<file path="config.mk">
export PLATFORM = sky130hd
export DESIGN_NAME = seg7_latched_to_bcd24
export DESIGN_NICKNAME = d
export VERILOG_FILES = /design/src/rtl/seg7_latched_to_bcd24.sv
export SDC_FILE = /design/constraint.sdc
export NUM_CORES = 1
export LEC_CHECK = 0
export ABC_CLOCK_PERIOD_IN_PS = 3800
export BUFFER_PORTS_ARGS = -buffer_cell sky130_fd_sc_hd__clkbuf_2
export CORE_UTILIZATION = 31
export CTS_CLUSTER_DIAMETER = 60
export DETAILED_ROUTE_END_ITERATION = 7
export PLACE_DENSITY = 0.58
export SLEW_MARGIN = 10
export SYNTH_ARGS = -nofsm -noshare
export SYNTH_HDL_FRONTEND = slang
export SYNTH_SLANG_ARGS = --single-unit
</file>
<file path="constraint.sdc">
create_clock -name clk_ac -period 3.8 [get_ports clk_ac]
set_input_delay 1.14 -clock clk_ac [delete_from_list [all_inputs] [get_ports clk_ac]]
set_output_delay 1.14 -clock clk_ac [all_outputs]
set_load 0.01 [all_outputs]
</file>
<file path="src/rtl/seg7_latched_to_bcd24.sv">
// Receive-side decoder for the shared 7-segment bus with one-hot latch enables.
// Samples the bus on each latch strobe and decodes each pattern back to BCD.
// Reassembles six-digit frames {Ht,Ho,Mt,Mo,St,So} and range-checks them.
// Publishes good frames, and tracks lock, sequencing errors and idle timeout.
module seg7_latched_to_bcd24 #(
    parameter logic        SEG_ACTIVE_LOW = 1'b0,
    parameter logic        LE_ACTIVE_HIGH = 1'b1,
    parameter int unsigned TIMEOUT        = 8
) (
    input  logic        clk_ac,
    input  logic        rst,
    input  logic [6:0]  seg7_bus,
    input  logic [5:0]  le,
    output logic [23:0] bcd24,
    output logic        frame_valid,
    output logic        time_changed,
    output logic        locked,
    output logic        seq_err,
    output logic        frame_err,
    output logic [7:0]  err_count
);

    typedef enum logic {HUNT, RECV} state_t;

    state_t      state;
    logic [2:0]  exp_idx;
    logic [3:0]  shadow [0:4];
    logic        bad;
    logic [7:0]  idle_cnt;

    logic [5:0]  le_n;
    logic [6:0]  seg_n;
    logic [3:0]  digit;
    logic        dig_valid;
    logic        stb_none;
    logic        stb_single;
    logic        stb_multi;
    logic [2:0]  k;
    logic        frame_good;
    logic [23:0] new_frame;
    logic        timeout_hit;
    logic        seq_err_d;
    logic        frame_err_d;

    assign le_n  = LE_ACTIVE_HIGH ? le : ~le;
    assign seg_n = SEG_ACTIVE_LOW ? ~seg7_bus : seg7_bus;

    // Map a normalized segment pattern back to its BCD digit.
    always_comb begin
        dig_valid = 1'b1;
        case (seg_n)
            7'b1111110: digit = 4'd0;
            7'b0110000: digit = 4'd1;
            7'b1101101: digit = 4'd2;
            7'b1111001: digit = 4'd3;
            7'b0110011: digit = 4'd4;
            7'b1011011: digit = 4'd5;
            7'b1011111: digit = 4'd6;
            7'b1110000: digit = 4'd7;
            7'b1111111: digit = 4'd8;
            7'b1111011: digit = 4'd9;
            default: begin
                digit     = 4'hF;
                dig_valid = 1'b0;
            end
        endcase
    end

    // Classify the strobe and find the active digit index.
    always_comb begin
        stb_none   = (le_n == '0);
        stb_single = !stb_none && ((le_n & (le_n - 6'd1)) == '0);
        stb_multi  = !stb_none && !stb_single;
        k          = 3'd0;
        for (int unsigned i = 0; i < 6; i++) begin
            if (le_n[i]) k = 3'(i);
        end
    end

    // Frame acceptance and error detection for the current strobe.
    always_comb begin
        new_frame   = {shadow[0], shadow[1], shadow[2], shadow[3], shadow[4], digit};
        frame_good  = !bad && dig_valid && (shadow[0] <= 4'd2) &&
                      !((shadow[0] == 4'd2) && (shadow[1] > 4'd3)) &&
                      (shadow[2] <= 4'd5) && (shadow[4] <= 4'd5);
        timeout_hit = (32'(idle_cnt) + 32'd1) >= TIMEOUT;
        seq_err_d   = (state == RECV) &&
                      (stb_multi || (stb_single && (k != exp_idx)));
        frame_err_d = (state == RECV) && stb_single && (k == exp_idx) &&
                      (k == 3'd5) && !frame_good;
    end

    // Receive FSM, shadow capture, commit, idle timeout and error counting.
    always_ff @(posedge clk_ac) begin
        if (rst) begin
            state        <= HUNT;
            exp_idx      <= '0;
            bad          <= 1'b0;
            idle_cnt     <= '0;
            bcd24        <= '0;
            frame_valid  <= 1'b0;
            time_changed <= 1'b0;
            locked       <= 1'b0;
            seq_err      <= 1'b0;
            frame_err    <= 1'b0;
            err_count    <= '0;
            for (int unsigned i = 0; i < 5; i++) shadow[i] <= '0;
        end else begin
            frame_valid  <= 1'b0;
            time_changed <= 1'b0;
            seq_err      <= seq_err_d;
            frame_err    <= frame_err_d;
            if ((seq_err_d || frame_err_d) && (err_count != '1))
                err_count <= err_count + 8'd1;

            if (stb_none) begin
                if (idle_cnt != '1) idle_cnt <= idle_cnt + 8'd1;
                if (timeout_hit) begin
                    locked  <= 1'b0;
                    state   <= HUNT;
                    exp_idx <= '0;
                end
            end else begin
                idle_cnt <= '0;
                case (state)
                    HUNT: begin
                        if (stb_single && (k == 3'd0)) begin
                            shadow[0] <= digit;
                            bad       <= ~dig_valid;
                            exp_idx   <= 3'd1;
                            state     <= RECV;
                        end
                    end
                    RECV: begin
                        if (stb_multi) begin
                            locked <= 1'b0;
                            state  <= HUNT;
                        end else if (k == exp_idx) begin
                            if (k == 3'd5) begin
                                // bad is cleared here so the next frame starts clean
                                exp_idx <= '0;
                                bad     <= 1'b0;
                                if (frame_good) begin
                                    bcd24        <= new_frame;
                                    frame_valid  <= 1'b1;
                                    time_changed <= (new_frame != bcd24);
                                    locked       <= 1'b1;
                                end else begin
                                    locked <= 1'b0;
                                end
                            end else begin
                                shadow[k] <= digit;
                                bad       <= (k == 3'd0) ? ~dig_valid : (bad | ~dig_valid);
                                exp_idx   <= exp_idx + 3'd1;
                            end
                        end else if (k == 3'd0) begin
                            shadow[0] <= digit;
                            bad       <= ~dig_valid;
                            exp_idx   <= 3'd1;
                        end else begin
                            locked <= 1'b0;
                            state  <= HUNT;
                        end
                    end
                    default: state <= HUNT;
                endcase
            end
        end
    end

endmodule

</file>
**Yosys cells after proc, flatten, opt, wreduce, memory -nomap -nowiden**

Memories as Yosys holds them, arrays and structs flattened.
Index checks and enable logic that the tools add are counted.

- Register bits: 50
- Bits in writable memories: 20
- Input bits: 15
- Output and inout port bits: 37
- Logic and storage cells: 155
- Memories: 1

Memory list:

| memory | words | width | rd ports | clocked after memory_dff | wr ports | RTL line | source |
|---|---|---|---|---|---|---|---|
| shadow | 5 | 4 | 5 | 0 | 5 | 27 | `logic [3:0] shadow [0:4];` |

- Add/sub/neg operators: 5
- $lt $le $gt $ge: 5
- Equal/unequal tests: 26
- Mux-type cells: 60
- Bitwise operators: 11
- Reductions and logical operators: 36

Operator list:

| operator | number |
|---|---|
| == test 7 bit (second input constant) | 8 |
| two-way mux 1 bit | 41 |
| case mux 4 bit (10 select lines) | 1 |
| two-way mux 3 bit | 12 |
| != test 24 bit | 1 |
| adder 8 x 1 -> 8 bit (second input constant) | 2 |
| logical AND 1 bit | 16 |
| != test 8 bit (second input constant) | 2 |
| == test 7 x 6 -> 1 bit (second input constant) | 2 |
| zero test 6 bit | 2 |
| two-way mux 4 bit | 3 |
| AND reduction 4 bit | 3 |
| OR reduction 10 bit | 1 |
| adder 8 x 1 -> 9 bit (second input constant) | 1 |
| greater-or-equal comparator 9 x 4 -> 1 bit (second input constant) | 1 |
| <= comparator 4 x 3 -> 1 bit (second input constant) | 2 |
| NOT 1 bit | 7 |
| OR reduction 7 bit | 1 |
| AND 6 bit | 1 |
| != test 3 bit (second input constant) | 2 |
| case mux 3 bit (2 select lines) | 1 |
| AND reduction 6 bit | 1 |
| OR reduction 6 bit | 1 |
| subtractor 6 x 1 -> 6 bit (second input constant) | 1 |
| 21 further kinds | 30 |

**Depth between registers and ports, before layout**

Gate-level depths: netlist of run 1.

- Word-level depth: 15
- Depth in mapped cells: 9
- Gate-level depth less buffers: 8

**Worst setup path after synthesis of run 1**

No wires, ideal clock.

- Kind: input-to-reg
- Start point: input port le[3]
- End point: memory shadow[1][0], enable pin
- Setup time: 0.310 ns
- Arrival: 2.845 ns
- Required time: 3.490 ns
- Path slack: 0.645 ns
- Stages: 7
- Path buffers: 1
- Cell sequence: buf_2 > or4_4 > nor2_2 > a21oi_1 > nor4_1 > nand2_1 > nand2b_1

RTL lines:

| what | RTL line | source |
|---|---|---|
| start, declared | 13 | `input logic [5:0] le,` |
| end, declared | 27 |  |

==> results of run 1 <==
[power by group through the flow]
| stage | registers, uW | logic [uW] | clock network, uW |
|---|---|---|---|
| 2_1_floorplan | 795 | 60.0 | 0 |
| 3_3_place_gp | 798 | 85.5 | 0 |
| 3_5_place_dp | 798 | 86.7 | 0 |
| 4_1_cts | 782 | 86.9 | 833 |
| 5_1_grt | 782 | 95.9 | 863 |
| 6_report | 782 | 86.9 | 812 |
[stage by stage]
step                cell area [um^2]  power [uW]  instances
detailed placement              4043       885.1        567
floorplan                       3642       855.4        382
global placement                4043       883.7        567
finish                          4332        1681        583
global route                    4332        1741        583
CTS                             4332        1701        583
[worst max-delay path, delay by kind of cell]
kind	cells	cell delay (ps)
buffers and inverters	2	330
AOI/OAI and AO/OA	1	180
and+or+nand+nor	5	1360
[per-layer routing]
| layer | global-route usage | routed length [um] |
|---|---|---|
| met1 | 0.1763 | 3660 |
| met2 | 0.2343 | 3904 |
| met3 | 0.03998 | 482 |
| met4 | 0.06861 | 161 |
| met5 | 0 | 0 |
[sequential cells by signal (all words and copies together), names as in the netlist]
name,cells
exp_idx,3
time_changed,1
seq_err,1
bad,1
bcd24,24
frame_valid,1
idle_cnt,8
state,1
locked,1
frame_err,1
err_count,8
shadow,20
[cells in the final DEF, fill, tap and decap left out, drive strengths merged, types with 4 or more instances in the layout]
cell     n
ha       4
nor4     8
nand2   15
and3     6
buf      7
a31oi    5
or3      8
edfxtp  20
xnor2   15
and2     5
nor2    62
o21ai   12
clkbuf  60
xor2    17
nand2b  11
inv     10
dfxtp   50
a211oi   6
a21oi   20
nor3     9
mux2i   22
nor2b    5
nand4    5
nand3   19
[kinds of logic (layout without fill, tap and decap cells)]
logic type               count (synthesis)  in the layout  synth area share
AO/OA/AOI/OAI                           61             61            0.1223
flip-flops                              70             70            0.4397
adder cells (fa/ha/maj)                  5              5           0.01649
multiplexers                            23             23           0.06355
buffers and inverters                   21             79           0.02886
AND/OR/NAND/NOR                        170            170            0.2521
XOR/XNOR                                32             32           0.07695
[worst max-delay path by stage]
stage | start | to | slack (ps) | cells after the start
CTS | le[3] | shadow[1][0] | 820 | 8
detailed placement | le[3] | shadow[1][1] | 460 | 8
global route | le[3] | shadow[1][2] | 650 | 8
finish | le[3] | shadow[1][2] | 820 | 8
floorplan | le[3] | shadow[1][0] | 650 | 7
global placement | le[5] | bcd24[8] | 550 | 9
[final cells by class]
type	count	area [um^2]	area share
Multi-Input combinational cell	291	1936	0.4469
Clock inverter	7	63.81	0.01473
Tap cell	143	178.9	0.04131
Inverter	5	18.77	0.004333
Sequential cell	70	1602	0.3697
Timing Repair Buffer	58	307.8	0.07106
Clock buffer	9	225.2	0.05199
==> results.json, run 1 <==
{
  "crit_type": "input port to flip-flop",
  "clk_latency_ps": 330,
  "ys_seq_area_frac": 0.4397,
  "firstDrtPassIters": 4,
  "grt_max_degree": 29,
  "syn_inst": 382,
  "routed_via_density": 5.136,
  "peakVddDrop_uv": 193.2,
  "postCtsSetupBuffers": 0,
  "cp_slowest_stage_delay_ps": 560,
  "ys.flop_type": "dfxtp_1",
  "yosys.area.top_type_share": 0.2748,
  "routed_wl_um": 8209,
  "postSynthAreaPerCell_um2": 9.535,
  "endpoint_kind": "flip-flop",
  "synth_common_cells": "nor2_1 (59), dfxtp_1 (50), mux2i_1 (22)",
  "numCtsBuffers": 9,
  "cts.repair.resized": 0,
  "antenna_found_initial": 0,
  "fin_hold_ws_ps": 495.6,
  "dpl.hpwl_um": 6146,
  "r2r_slack_ps": 1440,
  "synth_edf_count": 20,
  "area_growth_pct": 18.93,
  "nNetsFinal": 454,
  "hold_depth": 2,
  "track_usage": 0.1443,
  "dieArea_mm2": 0.01219,
  "ios": 52,
  "synth_cell_types": 63,
  "r2r-start": "shadow[0][0]",
  "skew_ps": 6.351,
  "core-area_mm2": 0.01142,
  "die_w_um": 110.4,
  "worstPathMaxFanout": 10,
  "min_period_over_period": 0.7851,
  "required_ps": 3830,
  "cp_cell_sequence": "clkbuf_2, or4_4, nor2_2, a21oi_1, nor4_1, buf_4, nand2_1, nand2b_1",
  "post_drt_wl_per_cell_um": 14.08,
  "cts_root_buf": "clkbuf_16",
  "fmax_mhz": 335.2,
  "vias": 2994,
  "hold_path_class": "flip-flop to flip-flop",
  "antenna_cells": 0,
  "drt_iter0_drc": 85,
  "rsz0062_at_grt": "no",
  "clkTransAtPathRegs_ps": 60,
  "gr-total-overflow": 0,
  "rows": 39,
  "critPathArrivalTime_ps": 3010,
  "setup_ws_ps": 816.7,
  "p_clk_frac": 0.483,
  "io_buffer_count": 51,
  "finalCoreUtilization": 0.3794,
  "holdPathEnd": "locked",
  "p_sw_uw": 418.4,
  "drc_errors": 0,
  "ctsHtreeMaxLevel": 3,
  "crit_slowest_cell": "or4_4",
  "max-clock-path-buffers": 2,
  "tns_ps": 0,
  "ys_ff_latch": 70,
  "synth_most_common_cell": "nor2_1",
  "pwr-share-seq": 0.465,
  "initial_core_util": 0.3190,
  "min_period_ps": 2983,
  "fillers": 1160,
  "p_comb_frac": 0.052,
  "worst_r2r_path_depth": 8,
  "cts_hold_repair.buffers": 0,
  "syn_nets": 401,
  "cts_tree": "done",
  "powerDensity_mw_per_mm2": 388.1,
  "routabilityCongestion": 0.8068,
  "tightest_slew_ps": 546.1,
  "yosysTopAreaCell": "dfxtp_1",
  "synthArstFlopShare": 0,
  "hold_violations": 0,
  "setup_viol": 0,
  "yosysWarnings": 0,
  "max_cap_violations": 0,
  "cts_num_sinks": 70,
  "grt_pass1_vias": 2742,
  "leakage_uw": 0.001704,
  "dp_slack_ps": 464.4,
  "netlist_top_cells_area": "dfxtp_1 (27%), edfxtp_1 (16%), nor2_1 (6.1%)",
  "relSlewSlack": 0.6326,
  "r2r_end": "bcd24[18]",
  "p_int_uw": 1263,
  "die_h_um": 110.4,
  "critPathLaunchType": "input port",
  "grt_pass1_wl_um": 13390,
  "synth_area_mm2": 0.003642,
  "status": "complete, no violations",
  "drive_gt1_frac": 0.2114,
  "hp-start": "locked",
  "ant_nets": 0,
  "swShare": 0.2489,
  "drv_slew": 0
}
No activity file was read; power rests on OpenSTA's default activity.
==> run 2: changes to the inputs <==
--- a/config.mk
+++ b/config.mk
@@ -5,12 +5,13 @@
 export SDC_FILE = /design/constraint.sdc
 export NUM_CORES = 1
 export LEC_CHECK = 0
-export ABC_CLOCK_PERIOD_IN_PS = 3800
+export ABC_AREA = 1
+export ABC_CLOCK_PERIOD_IN_PS = 2500
 export BUFFER_PORTS_ARGS = -buffer_cell sky130_fd_sc_hd__clkbuf_2
 export CORE_UTILIZATION = 31
 export CTS_CLUSTER_DIAMETER = 60
 export DETAILED_ROUTE_END_ITERATION = 7
-export PLACE_DENSITY = 0.58
+export PLACE_DENSITY = 0.6
 export SLEW_MARGIN = 10
 export SYNTH_ARGS = -nofsm -noshare
 export SYNTH_HDL_FRONTEND = slang
==> constraint.sdc (replaced) <==
create_clock -name clk_ac -period 2.5 [get_ports clk_ac]
set_input_delay 0.75 -clock clk_ac [delete_from_list [all_inputs] [get_ports clk_ac]]
set_output_delay 0.75 -clock clk_ac [all_outputs]
set_load 0.01 [all_outputs]
==> run 2 against run 1 <==
Effect of this change:
- the run now ends with DRC left
- first-iteration DRC count up 120%
- cell area grew 1.0%
- synthesized area down 1.0%
- hold slack hardly changed
- critical path type unchanged
- critical endpoint is now shadow[0][1]
==> results.json, run 2 <==
{
  "postCtsSetupBuffers": 0,
  "grt_pass1_vias": 3126,
  "yosysTopAreaCell": "dfxtp_1",
  "grt_max_degree": 39,
  "tightest_slew_ps": 407.5,
  "violations": "DRC",
  "top_register": "bcd24",
  "routabilityCongestion": 0.9114,
  "synth_edf_count": 20,
  "area_growth_pct": 21.38,
  "ctsHtreeMaxLevel": 3,
  "worstPathMaxFanout": 6,
  "vias": 3264,
  "hp-start": "bcd24[9]",
  "r2r-start": "idle_cnt[0]",
  "ios": 52,
  "drv_slew": 0,
  "status": "complete, but fails checks",
  "postSynthAreaPerCell_um2": 7.282,
  "yosysWarnings": 0,
  "synth_most_common_cell": "nor2_1",
  "max_cap_violations": 0,
  "cts_root_buf": "clkbuf_16",
  "critPathLaunch": "le[5]",
  "dieArea_mm2": 0.01206,
  "synth_cell_types": 34,
  "cts.repair.resized": 0,
  "largest_register_ffs": 24,
  "ys.flop_type": "dfxtp_1",
  "peakVddDrop_uv": 267.5,
  "max-clock-path-buffers": 2,
  "clkTransAtPathRegs_ps": 50,
  "ys_ff_latch": 70,
  "critPathArrivalTime_ps": 2220,
  "cts_tree": "done",
  "gr-total-overflow": 0,
  "final_common_cell": "nor2_1",
  "routed_via_density": 4.610,
  "leakage_uw": 0.002098,
  "crit_type": "input port to flip-flop",
  "ant_nets": 0,
  "synth_common_cells": "nor2_1 (102), nand2_1 (97), inv_1 (56)",
  "netlist_top_cells_area": "dfxtp_1 (28%), edfxtp_1 (17%), nor2_1 (11%)",
  "antenna_found_initial": 0,
  "min_period_over_period": 0.8759,
  "syn_nets": 514,
  "die_h_um": 109.8,
  "setup_viol": 0,
  "die_w_um": 109.8,
  "initial_core_util": 0.3170,
  "critPathLaunchType": "input port",
  "required_ps": 2530,
  "skew_ps": 5.136,
  "crit_slowest_cell": "nor2_4",
  "post_drt_wl_per_cell_um": 12.03,
  "core-area_mm2": 0.01137,
  "synthArstFlopShare": 0,
  "dpl.hpwl_um": 6465,
  "relSlewSlack": 0.7258,
  "cp_slowest_stage_delay_ps": 190,
  "drc_errors": 2,
  "numCtsBuffers": 9,
  "track_usage": 0.1541,
  "finalCoreUtilization": 0.3848,
  "final_cell_mix": "nor2_1 (102), nand2_1 (97), inv_1 (56)",
  "rows": 39,
  "clk_latency_ps": 330,
  "routed_wl_um": 8518,
  "powerDensity_mw_per_mm2": 590.1,
  "grt_pass1_wl_um": 14190,
  "hold_path_class": "flip-flop to flip-flop",
  "endpoint_kind": "flip-flop",
  "firstDrtPassIters": 6,
  "antenna_cells": 0,
  "min_period_ps": 2190,
  "rsz0062_at_grt": "no",
  "hold_violations": 0,
  "fmax_mhz": 456.7,
  "drive_gt1_frac": 0.1611,
  "cts_hold_repair.buffers": 0,
  "syn_inst": 495,
  "synth_area_mm2": 0.003605,
  "ys_seq_area_frac": 0.4443,
  "nNetsFinal": 579,
  "tns_ps": 0,
  "cts_num_sinks": 70,
  "crit_top_cell": "nand2_1",
  "drt_iter0_drc": 190,
  "io_buffer_count": 51,
  "yosys.area.top_type_share": 0.2777,
  "cp_cell_sequence": "clkbuf_2, nor2_4, inv_2, nand2_1, nand3_2, nor2_4, inv_1, nor2_1, nand2_1, o21ai_1, o21ai_2, nand2_1",
  "largest_registers": "bcd24 x24, shadow x20"
}
[run 2: changes by cell type after synthesis, sizes merged, moves of 8 or more]
cell,change
or3,-8
mux2i,-22
nand2b,-11
nand3,+24
inv,+54
nor2,+45
nand2,+84
o21ai,+25
[run 2: power breakdown]
part | switching (uW) | leakage, uW | internal (uW)
combinational | 86.3 | 0.00135 | 44.9
clock | 462 | 0.000144 | 800
sequential | 10.9 | 0.000608 | 1180
total | 559 | 0.00210 | 2020
[run 2: kinds of logic (layout without fill, tap and decap cells)]
logic type                 Yosys count  in the layout  share of synthesized area
xor gates and xnor gates            25             25                    0.06074
buffers and inverters               68            138                    0.07532
AOI/OAI and AO/OA                   64             64                    0.09441
and+or+nand+nor                    264            264                     0.3114
adders and majority gates            4              4                    0.01388
DFF                                 70             70                     0.4443
[run 2: worst max-delay path: cells and delay by family]
kind / cells / cell delay, ps
AOI/OAI and AO/OA: 2 / 290
buffers and inverters: 3 / 280
and+or+nand+nor: 7 / 900
[run 2: through the flow]
step / area [um^2] / hold slack [ps] / total power, uW / cells / worst slack (ps)
2_1_floorplan: 3605 / 462.8 / 1295 / 495 / 189.9
3_3_place_gp: 4081 / 467.2 / 1342 / 692 / 17.47
3_5_place_dp: 4081 / 485.9 / 1344 / 692 / -30.51
4_1_cts: 4375 / 494.5 / 2617 / 708 / 317.4
5_1_grt: 4375 / 514.4 / 2691 / 708 / 85.30
6_report: 4375 / 495.8 / 2582 / 708 / 310.2
[run 2: final timing paths]
| path | to | depth (start not counted) | slack, ps |
|---|---|---|---|
| setup / recovery | shadow[0][1] | 12 | 310 |
| hold / removal | bcd24[9] | 2 | 500 |
| setup reg to reg | exp_idx[2] | 11 | 520 |
| hold reg to reg | bcd24[9] | 2 | 500 |
[run 2: routing by layer]
metal | track usage | up-vias | part of all wire
met5 | 0 | - | 0
met1 | 0.1822 | 1472 | 0.46
met2 | 0.2647 | 59 | 0.48
met3 | 0.04031 | 15 | 0.040
li1 | - | 1718 | -
met4 | 0.06000 | 0 | 0.016
[run 2: area by class of cell]
class	count	area, um^2
Clock buffer	13	250.2
Clock inverter	3	43.79
Fill cell	1186	6994
Inverter	59	224.0
Multi-Input combinational cell	357	1732
Sequential cell	70	1602
Tap cell	143	178.9
Timing Repair Buffer	63	345.3
==> run 3: changes to the inputs <==
--- a/config.mk
+++ b/config.mk
@@ -8,10 +8,12 @@
 export ABC_AREA = 1
 export ABC_CLOCK_PERIOD_IN_PS = 2500
 export BUFFER_PORTS_ARGS = -buffer_cell sky130_fd_sc_hd__clkbuf_2
+export CELL_PAD_IN_SITES_DETAIL_PLACEMENT = 1
+export CELL_PAD_IN_SITES_GLOBAL_PLACEMENT = 1
 export CORE_UTILIZATION = 31
 export CTS_CLUSTER_DIAMETER = 60
 export DETAILED_ROUTE_END_ITERATION = 7
-export PLACE_DENSITY = 0.6
+export PLACE_DENSITY = 0.75
 export SLEW_MARGIN = 10
 export SYNTH_ARGS = -nofsm -noshare
 export SYNTH_HDL_FRONTEND = slang
==> run 3 against run 2 <==
Effect of this change:
- the flow now finishes without violations
- total power grew 4.6%
- hold slack worse by 17 ps
- non-clock buffer count increased by 3
- sequential share of layout area fell by 0.57 points
- combinational power grew 7%
- clock skew is 2.6 ps higher
- global-route usage increased by 2.5 points
- die area is the same
- critical path depth increased by 1
- core utilization grew 0.61 points
- critical endpoint is now err_count[2]
==> results.json, run 3 (synthesized netlist as in run 2, its figures left out) <==
{
  "fillers": 1427,
  "ctsHtreeMaxLevel": 3,
  "leakage_uw": 0.002132,
  "critPathLaunchType": "input port",
  "cts_hold_repair.buffers": 0,
  "grt_pass1_wl_um": 16330,
  "area_growth_pct": 23.29,
  "grtUsageMet2": 0.3121,
  "setup_ws_ps": 306.5,
  "fin_hold_ws_ps": 479.1,
  "worstPathMaxFanout": 14,
  "top_register": "bcd24",
  "ios": 52,
  "dieArea_mm2": 0.01206,
  "cts.repair.resized": 0,
  "die_h_um": 109.8,
  "nNetsFinal": 582,
  "critPathArrivalTime_ps": 2460,
  "rsz0062_at_grt": "no",
  "fmax_mhz": 455.9,
  "rows": 39,
  "tightest_slew_ps": 470.9,
  "post_drt_wl_per_cell_um": 13.66,
  "initial_core_util": 0.3170,
  "drive_gt1_frac": 0.1690,
  "firstDrtPassIters": 4,
  "vias": 3414,
  "drt_iter0_drc": 94,
  "final_cell_mix": "nor2_1 (102), nand2_1 (97), inv_1 (56)",
  "relSlewSlack": 0.6849,
  "largest_registers": "bcd24 x24, shadow x20",
  "powerDensity_mw_per_mm2": 607.4,
  "antenna_cells": 0,
  "io_buffer_count": 51,
  "top_usage_layer": "met2",
  "final_common_cell": "nor2_1",
  "globalRouteMet3Util": 0.05750,
  "track_usage": 0.1793,
  "clk_latency_ps": 350,
  "routabilityCongestion": 0.8678,
  "setup_viol": 0,
  "dpl.hpwl_um": 7452,
  "largest_register_ffs": 24,
  "cts_tree": "done",
  "dp_slack_ps": -81.47,
  "grt_pass1_vias": 3432,
  "peakVddDrop_uv": 599.3,
  "cts_root_buf": "clkbuf_16",
  "numCtsBuffers": 9,
  "status": "complete, no violations",
  "placedCellCount": 695,
  "min_period_over_period": 0.8774,
  "clkTransAtPathRegs_ps": 60,
  "min_period_ps": 2194,
  "grt_max_degree": 35,
  "max_cap_violations": 0,
  "drv_slew": 0,
  "required_ps": 2770,
  "routed_via_density": 4.802,
  "ant_nets": 0,
  "core-area_mm2": 0.01137,
  "crit_type": "input port to flip-flop",
  "antenna_found_initial": 0,
  "die_w_um": 109.8,
  "skew_ps": 7.723,
  "max-clock-path-buffers": 2,
  "postCtsSetupBuffers": 0,
  "drc_errors": 0,
  "routed_wl_um": 9714,
  "cts_num_sinks": 70,
  "hold_violations": 0,
  "grtUsageMet1": 0.2062,
  "hold_path_class": "flip-flop to flip-flop",
  "gr-total-overflow": 0,
  "endpoint_kind": "flip-flop",
  "finalNonFillerCells": 711
}
==> run 3: cell types whose count changed in the layout (fill, tap and decap cells not counted) <==
cell and change:
bufinv_16 +1, clkinvlp_4 +1, clkbuf_8 -1, clkinv_2 +1, buf_12 +2, clkbuf_1 -2
buf_4 +1
==> run 3: path summary, 6_finish.rpt <==
path,start,endpoint,slack [ps],cells past startpoint
max,le[4],err_count[2],310,13
min,err_count[6],err_count[6],480,2
max reg2reg,idle_cnt[0],exp_idx[0],420,10
min reg2reg,err_count[6],err_count[6],480,2
==> run 3: through the flow <==
| step | area [um^2] | power [uW] | TNS [ps] | util |
|---|---|---|---|---|
| floorplan | 3605 | 1295 | 0 | - |
| global placement | 4129 | 1349 | -21.69 | 0.3632 |
| detailed placement | 4129 | 1355 | -495.5 | 0.3632 |
| CTS | 4444 | 2733 | 0 | 0.3909 |
| global route | 4444 | 2803 | 0 | 0.3909 |
| finish | 4444 | 2700 | 0 | 0.3909 |
==> run 3: final cells by class <==
cell class,instances,area [um^2],area share
flip-flops and latches,70,1602,0.3604
clock inverters,6,86.33,0.01943
inverters,59,224.0,0.05039
multi-input cells,357,1732,0.3896
clock buffers,10,229.0,0.05152
repair buffers,66,392.9,0.08840
well taps,143,178.9,0.04026
==> run 3: worst max-delay path, stage by stage <==
cell and delay [ps]:
clkbuf_2 130, nor2_4 170, nand2_1 110, nand2_1 60
nand2_1 60, nor2_2 90, nand3_2 110, buf_4 180
o21ai_1 200, nand2_2 220, nand2_1 170, nand2_1 70
a21oi_1 140
==> run 3: per-layer routing <==
layer  share of wire  up-vias  routed length (um)
met5               0        -                   0
met4           0.016        0                 154
met3           0.039       13                 375
met2            0.50       40                4819
met1            0.45     1636                4364
li1                -     1725                   -
==> run 3: power by group <==
group	switching, uW	internal [uW]
combinational	91.3	48.2
sequential	11.7	1180
clock	499	871
total	602	2100
